**config.mk**
```make
export PLATFORM = sky130hd
export DESIGN_NAME = wb_stage
export DESIGN_NICKNAME = d
export VERILOG_FILES = /design/src/rtl/pipe_pkg.sv /design/src/rtl/wb_scoreboard.sv /design/src/rtl/wb_stage.sv
export SDC_FILE = /design/constraint.sdc
export NUM_CORES = 1
export LEC_CHECK = 0
export BUFFER_PORTS_ARGS = -buffer_cell sky130_fd_sc_hd__buf_4
export CAP_MARGIN = 20
export CORE_MARGIN = 4
export CORE_UTILIZATION = 25
export CTS_CLUSTER_SIZE = 40
export DETAILED_ROUTE_END_ITERATION = 12
export PLACE_DENSITY_LB_ADDON = 0.25
export SETUP_SLACK_MARGIN = 0.4
export SLEW_MARGIN = 10
export SYNTH_ARGS = -nofsm -noshare
export SYNTH_HDL_FRONTEND = slang
export SYNTH_SLANG_ARGS = --single-unit
```
**constraint.sdc**
```tcl
create_clock -name clk -period 1.5 [get_ports clk]
set_input_delay 0.075 -clock clk [delete_from_list [all_inputs] [get_ports clk]]
set_output_delay 0.075 -clock clk [all_outputs]
set_load 0.01 [all_outputs]
```
**src/rtl/pipe_pkg.sv**
```systemverilog
// Shared pipeline definitions: control-bit positions, control width and writeback FSM encoding.
package pipe_pkg;

   localparam int unsigned CTRL_W        = 11;
   localparam int unsigned CTRL_REGWRITE = 10;
   localparam int unsigned CTRL_MEMTOREG = 9;

   typedef enum logic [1:0] {
      IDLE  = 2'd0,
      WRITE = 2'd1,
      HOLD  = 2'd2
   } wb_state_t;

endpackage

```
**src/rtl/wb_scoreboard.sv**
```systemverilog
// Pending-write bitmap: bits are set at issue and cleared at writeback; set wins, register 0 never tracked.
module wb_scoreboard #(
   parameter int SIZE = 32
) (
   input  logic                    clk,
   input  logic                    rst_n,
   input  logic                    i_set_en,
   input  logic [$clog2(SIZE)-1:0] i_set_idx,
   input  logic                    i_clr_en,
   input  logic [$clog2(SIZE)-1:0] i_clr_idx,
   output logic [SIZE-1:0]         o_busy
);

   logic [SIZE-1:0] r_busy;
   logic [SIZE-1:0] w_set;
   logic [SIZE-1:0] w_clr;

   always_comb begin
      w_set = '0;
      w_clr = '0;
      if (i_set_en && (i_set_idx != '0)) w_set[i_set_idx] = 1'b1;
      if (i_clr_en) w_clr[i_clr_idx] = 1'b1;
   end

   always_ff @(posedge clk) begin
      if (!rst_n) r_busy <= '0;
      else        r_busy <= (r_busy & ~w_clr) | w_set;
   end

   assign o_busy = r_busy;

endmodule

```
**src/rtl/wb_stage.sv**
```systemverilog
// Writeback stage: MEM/WB register, write-once FSM, result mux and hazard scoreboard.
// Optional retired-instruction counter is enabled by defining WB_RETIRE_COUNT_EN.
module wb_stage
   import pipe_pkg::*;
#(
   parameter int SIZE = 32
) (
   input  logic                    clk,
   input  logic                    rst_n,
   input  logic                    stall,
   input  logic [SIZE-1:0]         data,
   input  logic [SIZE-1:0]         ALUresultMEM,
   input  logic [$clog2(SIZE)-1:0] writeRegMEM,
   input  logic [CTRL_W-1:0]       controlMEM,
   input  logic                    issueEn,
   input  logic [$clog2(SIZE)-1:0] issueReg,
   output logic                    regWriteEn,
   output logic [$clog2(SIZE)-1:0] regWriteAddr,
   output logic [SIZE-1:0]         regWriteData,
   output logic [SIZE-1:0]         busy
`ifdef WB_RETIRE_COUNT_EN
  ,output logic [SIZE-1:0]         retired
`endif
);

   logic [SIZE-1:0]         r_data;
   logic [SIZE-1:0]         r_alu;
   logic [$clog2(SIZE)-1:0] r_wreg;
   logic [CTRL_W-1:0]       r_ctrl;
   wb_state_t               r_state;
   wb_state_t               w_next;
   logic                    w_wr_en;
   logic                    w_ctrl_unused;

   always_ff @(posedge clk) begin
      if (!rst_n) begin
         r_data <= '0;
         r_alu  <= '0;
         r_wreg <= '0;
         r_ctrl <= '0;
      end else if (!stall) begin
         r_data <= data;
         r_alu  <= ALUresultMEM;
         r_wreg <= writeRegMEM;
         r_ctrl <= controlMEM;
      end
   end

   always_ff @(posedge clk) begin
      if (!rst_n) r_state <= IDLE;
      else        r_state <= w_next;
   end

   // WRITE lasts one cycle per capture; a stall parks it in HOLD so the strobe never repeats.
   always_comb begin
      w_next  = r_state;
      w_wr_en = 1'b0;
      if (!stall) begin
         w_next = controlMEM[CTRL_REGWRITE] ? WRITE : IDLE;
      end else if (r_state == WRITE) begin
         w_next = HOLD;
      end
      if ((r_state == WRITE) && (r_wreg != '0)) w_wr_en = 1'b1;
   end

   assign regWriteEn    = w_wr_en;
   assign regWriteAddr  = r_wreg;
   assign regWriteData  = r_ctrl[CTRL_MEMTOREG] ? r_data : r_alu;
   assign w_ctrl_unused = ^{r_ctrl[CTRL_W-1], r_ctrl[CTRL_MEMTOREG-1:0]};

   wb_scoreboard #(.SIZE(SIZE)) u_scoreboard (
      .clk       (clk),
      .rst_n     (rst_n),
      .i_set_en  (issueEn),
      .i_set_idx (issueReg),
      .i_clr_en  (w_wr_en),
      .i_clr_idx (r_wreg),
      .o_busy    (busy)
   );

`ifdef WB_RETIRE_COUNT_EN
   localparam logic [SIZE-1:0] ONE = {{(SIZE-1){1'b0}}, 1'b1};
   logic [SIZE-1:0] r_retired;

   always_ff @(posedge clk) begin
      if (!rst_n)                          r_retired <= '0;
      else if (!stall && (controlMEM != '0)) r_retired <= r_retired + ONE;
   end

   assign retired = r_retired;
`endif

endmodule

```
==> impl_metrics.json <==
{
  "ys_ff_latch": 104,
  "antennaDiodeCount": 0,
  "die_h_um": 142,
  "power.density_nw_per_um2": 877,
  "post-route-period-util_pct": 98.8,
  "hp-class": "input pin to flip-flop",
  "place.gp.congestion": 0.807,
  "critical-path-top-delay-family": "flip-flops",
  "finalHoldViolations": 0,
  "worst_pin_slew_ns": 0.609,
  "antenna_found_initial": 0,
  "cts_root_buf": "clkbuf_16",
  "drt_iter0_markers": 148,
  "seq_area_frac_synth_pct": 46.7,
  "whs_path_depth": 3,
  "boundaryPins": 159,
  "area_growth_pct": 61.0,
  "finalClockSkew_ns": 0.00335,
  "port_buffers": 149,
  "die_area_um2": 20000,
  "grt-ovfl-total": 0,
  "maxSlewHeadroom_pct": 59.1,
  "synth_fp_nets": 501,
  "cts.sink_count": 104,
  "drt-total-wl_um": 12900,
  "nFillCells": 1676,
  "whs_endpoint": "r_alu[4]$_SDFFE_PN0N_",
  "setup-violations-final": 0,
  "critPathLaunchType": "flip-flop",
  "nets": 718,
  "crit_chain": "buf_12 > mux2_2 > buf_4",
  "initial_utilization_pct": 25.6,
  "vias": 3892,
  "netlist_instances": 412,
  "rsz0062_at_grt": "yes",
  "min_period_ns": 1.48,
  "wl_per_cell_um": 15.1,
  "max_stage_delay_ns": 0.38,
  "avgSynthCellArea_um2": 10.8,
  "hp-start": "ALUresultMEM[4]",
  "drive_above_1_share_pct": 39.2,
  "seq_area_um2": 2110,
  "design_area_um2": 7180,
  "final_core_utilization_pct": 41.2,
  "grt_max_degree": 48,
  "p_total_mw": 6.30,
  "status": "finished clean",
  "synth_cell_types": 35,
  "cts_max_path_buffers": 2,
  "multi_input_area_um2": 2390,
  "fmax_ghz": 0.675,
  "maxCapViolations": 0,
  "clk_latency_ns": 0.34,
  "grt_pass1_vias": 4062,
  "reg2reg_to": "u_scoreboard.o_busy[20]$_SDFF_PN0_",
  "ant_nets": 0,
  "core-area_um2": 17400,
  "grt_pass1_wl_um": 20400,
  "rrSetupSlack_ns": 0.20,
  "ys_warn_count": 0,
  "dp_hpwl_um": 8790,
  "path_class": "flip-flop to output port",
  "r2r_cells": 3,
  "track_usage_pct": 12.6,
  "drc": 0,
  "required_ns": 1.42,
  "numCtsBuffers": 9,
  "clkTransAtPathRegs_ns": 0.07,
  "critical_path.endpoint_type": "output port",
  "dpl_cell_area_um2": 5870,
  "cts_tree": "yes",
  "path_max_fanout": 17,
  "slew_viol_final": 0,
  "rows": 48,
  "syn_area_um2": 4460,
  "htree_num_levels": 3,
  "tns_ns": 0,
  "static-leakage-power_nw": 3.08,
  "critPathArrivalTime_ns": 1.41,
  "die_x_um": 142,
  "irDropWorstVdd_mv": 0.513,
  "slowest_stage": "dfxtp_4",
  "reg2reg_from": "regWriteAddr[1]$_SDFFE_PN0N_",
  "viasPerCell": 4.54,
  "path_buf_inv": 2,
  "firstDrtPassIters": 4
}
==> logic make-up (layout without fill, tap and decap cells) <==
kind of cell | after synthesis | after routing | share of synthesized area (%)
muxes | 102 | 102 | 23.8
buffers and inverters | 31 | 252 | 3.28
and+or+nand+nor | 125 | 125 | 17.9
DFF | 104 | 104 | 46.7
AOI/OAI and AO/OA | 50 | 50 | 8.36
==> where the power goes <==
group	switching, mW	internal, mW
registers	0.0864	2.88
logic	0.428	0.693
clock network	1.04	1.17
==> metrics by stage <==
step	setup WS (ns)	std cells	hold WS, ns
after floorplan	0.167	412	0.233
after global placement	0.131	763	0.328
after detailed placement	0.108	763	0.335
after CTS	-0.0132	849	0.000871
after global routing	-0.0280	858	0.00686
final	0.0183	858	0.00983
==> Yosys cell counts (all sizes together) <==
cell	number	area, um^2
a21boi	1	7.51
a21oi	1	5.00
a32o	15	150
and2	1	6.26
and3	1	6.26
and3b	1	8.76
and4b	1	10.0
and4bb	2	25.0
buf	20	104
clkbuf	11	42.5
dfxtp	104	2080
mux2	32	360
mux2i	70	701
nand2	17	63.8
nand2b	3	18.8
nand3	3	15.0
nand3b	4	30.0
nand4	1	6.26
nand4b	4	35.0
nand4bb	2	22.5
nor2	2	7.51
nor2b	70	438
nor3	3	15.0
nor3b	6	45.0
nor4b	1	15.0
o211a	1	10.0
o211ai	16	120
o21ai	16	80.1
or2	1	6.26
or3b	1	8.76
or4b	1	13.8
==> layer usage <==
metal  share of wire (%)  global-route usage (%)  up-vias
met5                   0                       0        -
met3                 5.9                    3.24        8
li1                    -                       -     1903
met2                  51                    22.4      112
met1                  42                    15.0     1869
met4                 1.1                    3.84        0
==> layout make-up <==
| class | instances | share of cell area [%] |
|---|---|---|
| Multi-Input combinational cell | 277 | 33.3 |
| Sequential cell | 104 | 29.4 |
| Timing Repair Buffer | 237 | 29.5 |
| Tap cell | 225 | 3.92 |
| Clock buffer | 11 | 3.38 |
| Clock inverter | 4 | 0.418 |
==> how the worst max path moves through the flow <==
stage,cells past startpoint,slack (ns),endpoint,from
after global routing,3,-0.03,regWriteData[23],r_ctrl[9]$_SDFFE_PN0N_
after CTS,3,-0.01,regWriteData[27],r_ctrl[9]$_SDFFE_PN0N_
after detailed placement,3,0.11,u_scoreboard.o_busy[28]$_SDFF_PN0_,r_state[0]$_SDFFE_PN0P_
final,3,0.02,regWriteData[27],r_ctrl[9]$_SDFFE_PN0N_
after floorplan,4,0.17,u_scoreboard.o_busy[28]$_SDFF_PN0_,regWriteAddr[1]$_SDFFE_PN0N_
after global placement,3,0.13,u_scoreboard.o_busy[28]$_SDFF_PN0_,r_state[0]$_SDFFE_PN0P_
==> placed cells by master (no fill, tap or decap), types with 8 or more instances in the layout <==
| cell type | count |
|---|---|
| a32o_1 | 15 |
| buf_4 | 140 |
| buf_6 | 32 |
| clkbuf_16 | 9 |
| dfxtp_1 | 96 |
| dfxtp_4 | 8 |
| dlygate4sd3_1 | 60 |
| mux2_2 | 16 |
| mux2_4 | 16 |
| mux2i_1 | 70 |
| nand2_1 | 15 |
| nor2b_1 | 70 |
| o211ai_1 | 16 |
| o21ai_1 | 16 |
==> flip-flops by register name, summed over array words and instances, names as in the netlist <==
signal and flops:
r_ctrl 1, regWriteAddr 5, r_state 2, r_alu 32, r_data 32, u_scoreboard.o_busy 32
==> worst register-to-register path, stage by stage, from the launching register on <==
cell and delay, ns:
dfxtp_4 0.37, or4b_4 0.56, o211ai_1 0.18, o21ai_1 0.08
==> repair_timing <==
item	4_1_cts	5_1_grt
hold buffers	59	1
resized for setup	60	22
gates cloned	1	0
buffers inserted	11	8
setup endpoints to repair	66	66
hold endpoints to repair	59	1
pin swaps	24	17
Power figures use the tool's default switching activity.
